--- config.mk ---
export PLATFORM = sky130hd
export DESIGN_NAME = mem_arbiter
export DESIGN_NICKNAME = d
export VERILOG_FILES = /design/src/rtl/mem_if_pkg.sv /design/src/rtl/rr_pick2.sv /design/src/rtl/mem_arbiter.sv
export SDC_FILE = /design/constraint.sdc
export NUM_CORES = 1
export LEC_CHECK = 0
export CAP_MARGIN = 5
export CELL_PAD_IN_SITES_DETAIL_PLACEMENT = 1
export CELL_PAD_IN_SITES_GLOBAL_PLACEMENT = 2
export CORE_AREA = 2 2 286 288
export CTS_BUF_LIST = sky130_fd_sc_hd__clkbuf_8
export DETAILED_ROUTE_END_ITERATION = 6
export DIE_AREA = 0 0 288 290
export PLACE_DENSITY = 0.65
export SYNTH_ARGS = -nofsm -noshare
export SYNTH_HDL_FRONTEND = slang
export SYNTH_SLANG_ARGS = --single-unit
--- constraint.sdc ---
create_clock -name clk -period 7.1 [get_ports clk]
set_input_delay 1.065 -clock clk [delete_from_list [all_inputs] [get_ports clk]]
set_output_delay 1.065 -clock clk [all_outputs]
set_load 0.005 [all_outputs]
--- src/rtl/mem_if_pkg.sv ---
// Shared constants and encodings for the main-memory arbiter.
// Client ids double as bit positions in request/grant vectors.
package mem_if_pkg;

  localparam int ADDR_W = 28;
  localparam int DATA_W = 128;

  typedef enum logic [1:0] {
    IDLE   = 2'd0,
    I_BUSY = 2'd1,
    D_BUSY = 2'd2,
    GAP    = 2'd3
  } arb_state_e;

  localparam logic CLIENT_I = 1'b0;
  localparam logic CLIENT_D = 1'b1;

endpackage

--- src/rtl/rr_pick2.sv ---
// Two-way round-robin picker: a lone requester wins outright,
// on contention the client that did not win last time wins.
module rr_pick2
  import mem_if_pkg::*;
(
  input  logic [1:0] req,
  input  logic       last,
  output logic [1:0] grant
);

  // one-hot grant indexed by client id
  always_comb begin
    grant = 2'b00;
    unique case (req)
      2'b01:   grant = 2'b01;
      2'b10:   grant = 2'b10;
      2'b11:   grant = (last == CLIENT_D) ? 2'b01 : 2'b10;
      default: grant = 2'b00;
    endcase
  end

endmodule

--- src/rtl/mem_arbiter.sv ---
// Serialises icache and dcache block requests onto one memory
// port and routes the completion back to the owning client.
module mem_arbiter
  import mem_if_pkg::arb_state_e;
  import mem_if_pkg::IDLE;
  import mem_if_pkg::I_BUSY;
  import mem_if_pkg::D_BUSY;
  import mem_if_pkg::GAP;
  import mem_if_pkg::CLIENT_I;
  import mem_if_pkg::CLIENT_D;
#(
  parameter int ADDR_W        = 28,
  parameter int DATA_W        = 128,
  parameter bit FIRST_GRANT_D = 1'b1
) (
  input  logic              clk,
  input  logic              proc_reset,
  input  logic              i_mem_read,
  input  logic [ADDR_W-1:0] i_mem_addr,
  output logic              i_mem_ready,
  output logic [DATA_W-1:0] i_mem_rdata,
  input  logic              d_mem_read,
  input  logic              d_mem_write,
  input  logic [ADDR_W-1:0] d_mem_addr,
  input  logic [DATA_W-1:0] d_mem_wdata,
  output logic              d_mem_ready,
  output logic [DATA_W-1:0] d_mem_rdata,
  output logic              mem_read,
  output logic              mem_write,
  output logic [ADDR_W-1:0] mem_addr,
  output logic [DATA_W-1:0] mem_wdata,
  input  logic              mem_ready,
  input  logic [DATA_W-1:0] mem_rdata
);

  arb_state_e        state_q, state_d;
  logic              last_q, last_d;
  logic              mem_read_q, mem_read_d;
  logic              mem_write_q, mem_write_d;
  logic [ADDR_W-1:0] mem_addr_q, mem_addr_d;
  logic [DATA_W-1:0] mem_wdata_q, mem_wdata_d;

  logic              d_req;
  logic [1:0]        req;
  logic [1:0]        grant;

  assign d_req = d_mem_read | d_mem_write;
  assign req   = {d_req, i_mem_read};

  rr_pick2 u_pick (
    .req   (req),
    .last  (last_q),
    .grant (grant)
  );

  // next state, grant capture and completion release
  always_comb begin
    state_d     = state_q;
    last_d      = last_q;
    mem_read_d  = mem_read_q;
    mem_write_d = mem_write_q;
    mem_addr_d  = mem_addr_q;
    mem_wdata_d = mem_wdata_q;
    unique case (state_q)
      IDLE: begin
        unique case (1'b1)
          grant[CLIENT_I]: begin
            state_d     = I_BUSY;
            mem_read_d  = 1'b1;
            mem_write_d = 1'b0;
            mem_addr_d  = i_mem_addr;
          end
          grant[CLIENT_D]: begin
            state_d     = D_BUSY;
            mem_read_d  = ~d_mem_write;
            mem_write_d = d_mem_write;
            mem_addr_d  = d_mem_addr;
            mem_wdata_d = d_mem_wdata;
          end
          default: ;
        endcase
        if (&req) begin
          last_d = grant[CLIENT_D] ? CLIENT_D : CLIENT_I;
        end
      end
      I_BUSY, D_BUSY: begin
        if (mem_ready) begin
          state_d     = GAP;
          mem_read_d  = 1'b0;
          mem_write_d = 1'b0;
        end
      end
      GAP:     state_d = IDLE;
      default: state_d = IDLE;
    endcase
  end

  // state and memory-port registers
  always_ff @(posedge clk or posedge proc_reset) begin
    if (proc_reset) begin
      state_q     <= IDLE;
      last_q      <= ~FIRST_GRANT_D;
      mem_read_q  <= 1'b0;
      mem_write_q <= 1'b0;
      mem_addr_q  <= '0;
      mem_wdata_q <= '0;
    end else begin
      state_q     <= state_d;
      last_q      <= last_d;
      mem_read_q  <= mem_read_d;
      mem_write_q <= mem_write_d;
      mem_addr_q  <= mem_addr_d;
      mem_wdata_q <= mem_wdata_d;
    end
  end

  assign mem_read  = mem_read_q;
  assign mem_write = mem_write_q;
  assign mem_addr  = mem_addr_q;
  assign mem_wdata = mem_wdata_q;

  assign i_mem_ready = mem_ready & (state_q == I_BUSY);
  assign d_mem_ready = mem_ready & (state_q == D_BUSY);
  assign i_mem_rdata = mem_rdata;
  assign d_mem_rdata = mem_rdata;

endmodule

==> insert_results.sql <==
INSERT INTO impl_metrics (metric_group, metric, value, unit) VALUES
('status', 'outcome', 'completed', ''),
('route', 'route.vias.total', '5087', ''),
('logic_synthesis', 'post_synth_instance_area', '8879', 'um2'),
('logic_synthesis', 'ys_ff_latch', '161', ''),
('setup_path', 'r2r_cells', '6', ''),
('timing', 'finClkSkew', '0.01814', 'ns'),
('setup_path', 'worstPathArrival', '2.26', 'ns'),
('setup_path', 'critical_path_start_end_classification', 'primary input to output pin', ''),
('logic_synthesis', 'synth.avg_cell_area', '13.00', 'um2'),
('setup_path', 'cp_max_fo', '3', ''),
('route', 'detailroute.wirelength.met3', '3488', 'um'),
('placement', 'buffer_ports.inserted', '349', ''),
('die', 'io-pin-count', '734', ''),
('timing', 'hold_violations', '0', ''),
('timing', 'tns', '0', 'ns'),
('logic_synthesis', 'yosys_warnings', '0', ''),
('cts', 'clock_path_buffers', '2', ''),
('logic_synthesis', 'multiplexer_share_of_the_synthesized_area', '24.38', '%'),
('final_layout', 'final_layout_size_suffix_gt1_share', '21.90', '%'),
('route', 'uppermost_metal_layer_occupied_by_signal_nets', 'met4', ''),
('route', 'wl', '25430', 'um'),
('final_layout', 'area_growth', '34.99', '%'),
('placement', 'dp_slack', '3.304', 'ns'),
('route', 'drt_iter0_drc', '113', ''),
('route', 'vias_per_cell', '2.744', ''),
('timing', 'period_share', '46.86', '%'),
('logic_synthesis', 'post-synth-top-area-fraction', '45.38', '%'),
('timing', 'final.hold.worst_slack', '0.4867', 'ns'),
('logic_synthesis', 'synth_nets', '1006', ''),
('logic_synthesis', 'combinational_family_with_the_most_area_after_synthesis', 'buffers and inverters', ''),
('cts', 'ctsRootBufferMaster', 'clkbuf_8', ''),
('global_routing', 'grt_pass1_wl', '37150', 'um'),
('hold_path', 'whs_path_depth', '2', ''),
('setup_path', 'endpoint_required_time_on_the_critical_path', '6.03', 'ns'),
('cts', 'h-tree-depth', '4', ''),
('final_layout', 'fin_nets', '1100', ''),
('timing', 'grt_setup_unrepaired', 'no', ''),
('placement', 'final_weighted_congestion_of_routability_driven_global_placement', '0.6915', ''),
('cts', 'cts_tree', 'done', ''),
('setup_path', 'critPathMostFrequentCell', 'clkdlybuf4s50_1', ''),
('setup_path', 'timing.critical_path.slowest_cell_delay', '0.52', 'ns'),
('timing', 'max-slew-margin-rel', '25.70', '%'),
('run', 'drv.max_cap_violation_count', '0', ''),
('cts', 'cts_post_setup_buffers_inserted', '0', ''),
('global_routing', 'grt_start_max_net_pins', '110', ''),
('logic_synthesis', 'synthSimpleGateAreaFrac', '1.536', '%'),
('setup_path', 'path_depth', '3', ''),
('timing', 'final.setup.worst_slack', '3.773', 'ns'),
('global_routing', 'grt_pass1_vias', '5697', ''),
('cts', 'clkSlewWorstSetupHoldPaths', '0.10', 'ns'),
('power', 'power-per-cell-area', '397.2', 'nW/um2'),
('cts', 'cts-buffers-inserted', '17', ''),
('timing', 'worst_slew_pin_slew', '1.115', 'ns'),
('cts', 'cts.hold.buffers_added', '0', ''),
('logic_synthesis', 'synth-compound-area-share', '2.311', '%'),
('logic_synthesis', 'synth_cells', '683', ''),
('setup_path', 'worst_setup_path_end_kind', 'output pin', ''),
('route', 'wirelength_met1', '8577', 'um'),
('cts', 'post_cts_resize_count', '0', ''),
('global_routing', 'grt_usage', '6.108', '%'),
('timing', 'final.min_clock_period', '3.327', 'ns'),
('setup_path', 'setup.worst_path.start_class', 'primary input', ''),
('route', 'routed_wire_length_per_instance', '13.72', 'um'),
('setup_path', 'path_buf_inv', '2', ''),
('timing', 'final-setup-viol-count', '0', ''),
('timing', 'fmaxAchievable', '300.6', 'MHz'),
('route', 'detail_route.drc_violations', '0', ''),
('final_layout', 'layout.cells.most_common', 'clkdlybuf4s50_1', ''),
('logic_synthesis', 'synth_xor_area_share', '0.09865', '%'),
('power', 'leakage', '4.736', 'nW'),
('logic_synthesis', 'yosys.area_share.adder', '0.7046', '%');
## cell type report
class | count | area [um2]
Clock buffer | 17 | 234.0
Antenna cell | 4 | 10.01
Timing Repair Buffer | 355 | 3551
Fill cell | 9234 | 68170
Clock inverter | 15 | 200.2
Multi-Input combinational cell | 237 | 2611
Sequential cell | 161 | 4029
Inverter | 5 | 23.77
Tap cell | 1060 | 1326
## worst register-to-register path: stages (launching register included)
cell,delay (ns)
dfrtp_1,0.41
inv_1,0.14
ha_1,0.30
o21ai_2,0.11
a21oi_4,0.49
buf_12,0.46
mux2_2,0.81
## per-stage QoR
step	instances	power [W]	cell area [um2]	utilization (%)
final	1854	0.004760	11990	14.95
after global placement	1818	0.003973	11540	14.40
after global routing	1854	0.005098	11990	14.95
after detailed placement	1818	0.004026	11540	14.40
after CTS	1850	0.004892	11980	14.94
after floorplan	683	0.002931	8879	-
## power breakdown
group	total, W	leakage (nW)	switching [W]	internal, W
combinational	0.00230	2.59	0.000722	0.00158
clock	0.000794	0.222	0.000434	0.000360
sequential	0.00167	1.92	0.000280	0.00139
## kinds of logic (layout without fill, tap and decap cells)
family / after synthesis / after routing
AO/OA/AOI/OAI: 36 / 36
XOR/XNOR: 1 / 1
adder cells (fa/ha/maj): 5 / 5
buffers and inverters: 285 / 392
flip-flops: 161 / 161
multiplexers: 162 / 162
other: 0 / 4
AND/OR/NAND/NOR: 33 / 33
## synthesized netlist by cell type
master	number
o31ai_1	1
buf_2	1
buf_6	2
nand2_1	29
dfrtp_1	161
xnor2_1	1
buf_12	11
buf_8	2
o2bb2ai_2	1
clkbuf_1	1
and3_1	1
mux2i_1	31
a21oi_2	1
a211oi_1	1
mux2_2	30
ha_1	5
and2_1	2
clkbuf_2	1
o21ai_0	28
inv_1	5
buf_4	262
mux2_4	101
nor4b_1	1
o211ai_1	1
a21oi_1	2
o21ai_2	1
## state kept, by name, summed over array words and instances, names as in the netlist
| signal | cells |
|---|---|
| mem_write | 1 |
| mem_addr | 28 |
| mem_read | 1 |
| state_q | 2 |
| mem_wdata | 128 |
| last_q | 1 |
## layer usage
metal  track usage, %  up-vias
li1                 -     2191
met1            5.687     2407
met2            9.533      387
met3            4.057      102
met4            4.448        0
met5                0        -
## path summary, 6_finish.rpt
path | slack, ns | to | start
max | 3.77 | i_mem_ready | mem_ready
min | 0.49 | mem_addr[6]$_DFFE_PP0P_ | mem_addr[6]$_DFFE_PP0P_
max reg2reg | 4.28 | mem_wdata[48]$_DFFE_PP0P_ | state_q[0]$_DFFE_PP0P_
min reg2reg | 0.49 | mem_addr[6]$_DFFE_PP0P_ | mem_addr[6]$_DFFE_PP0P_
max in group asynchronous | 4.78 | mem_addr[0]$_DFFE_PP0P_ | proc_reset
min in group asynchronous | 0.99 | mem_wdata[120]$_DFFE_PP0P_ | proc_reset
No activity file was read; power rests on OpenSTA's default activity.
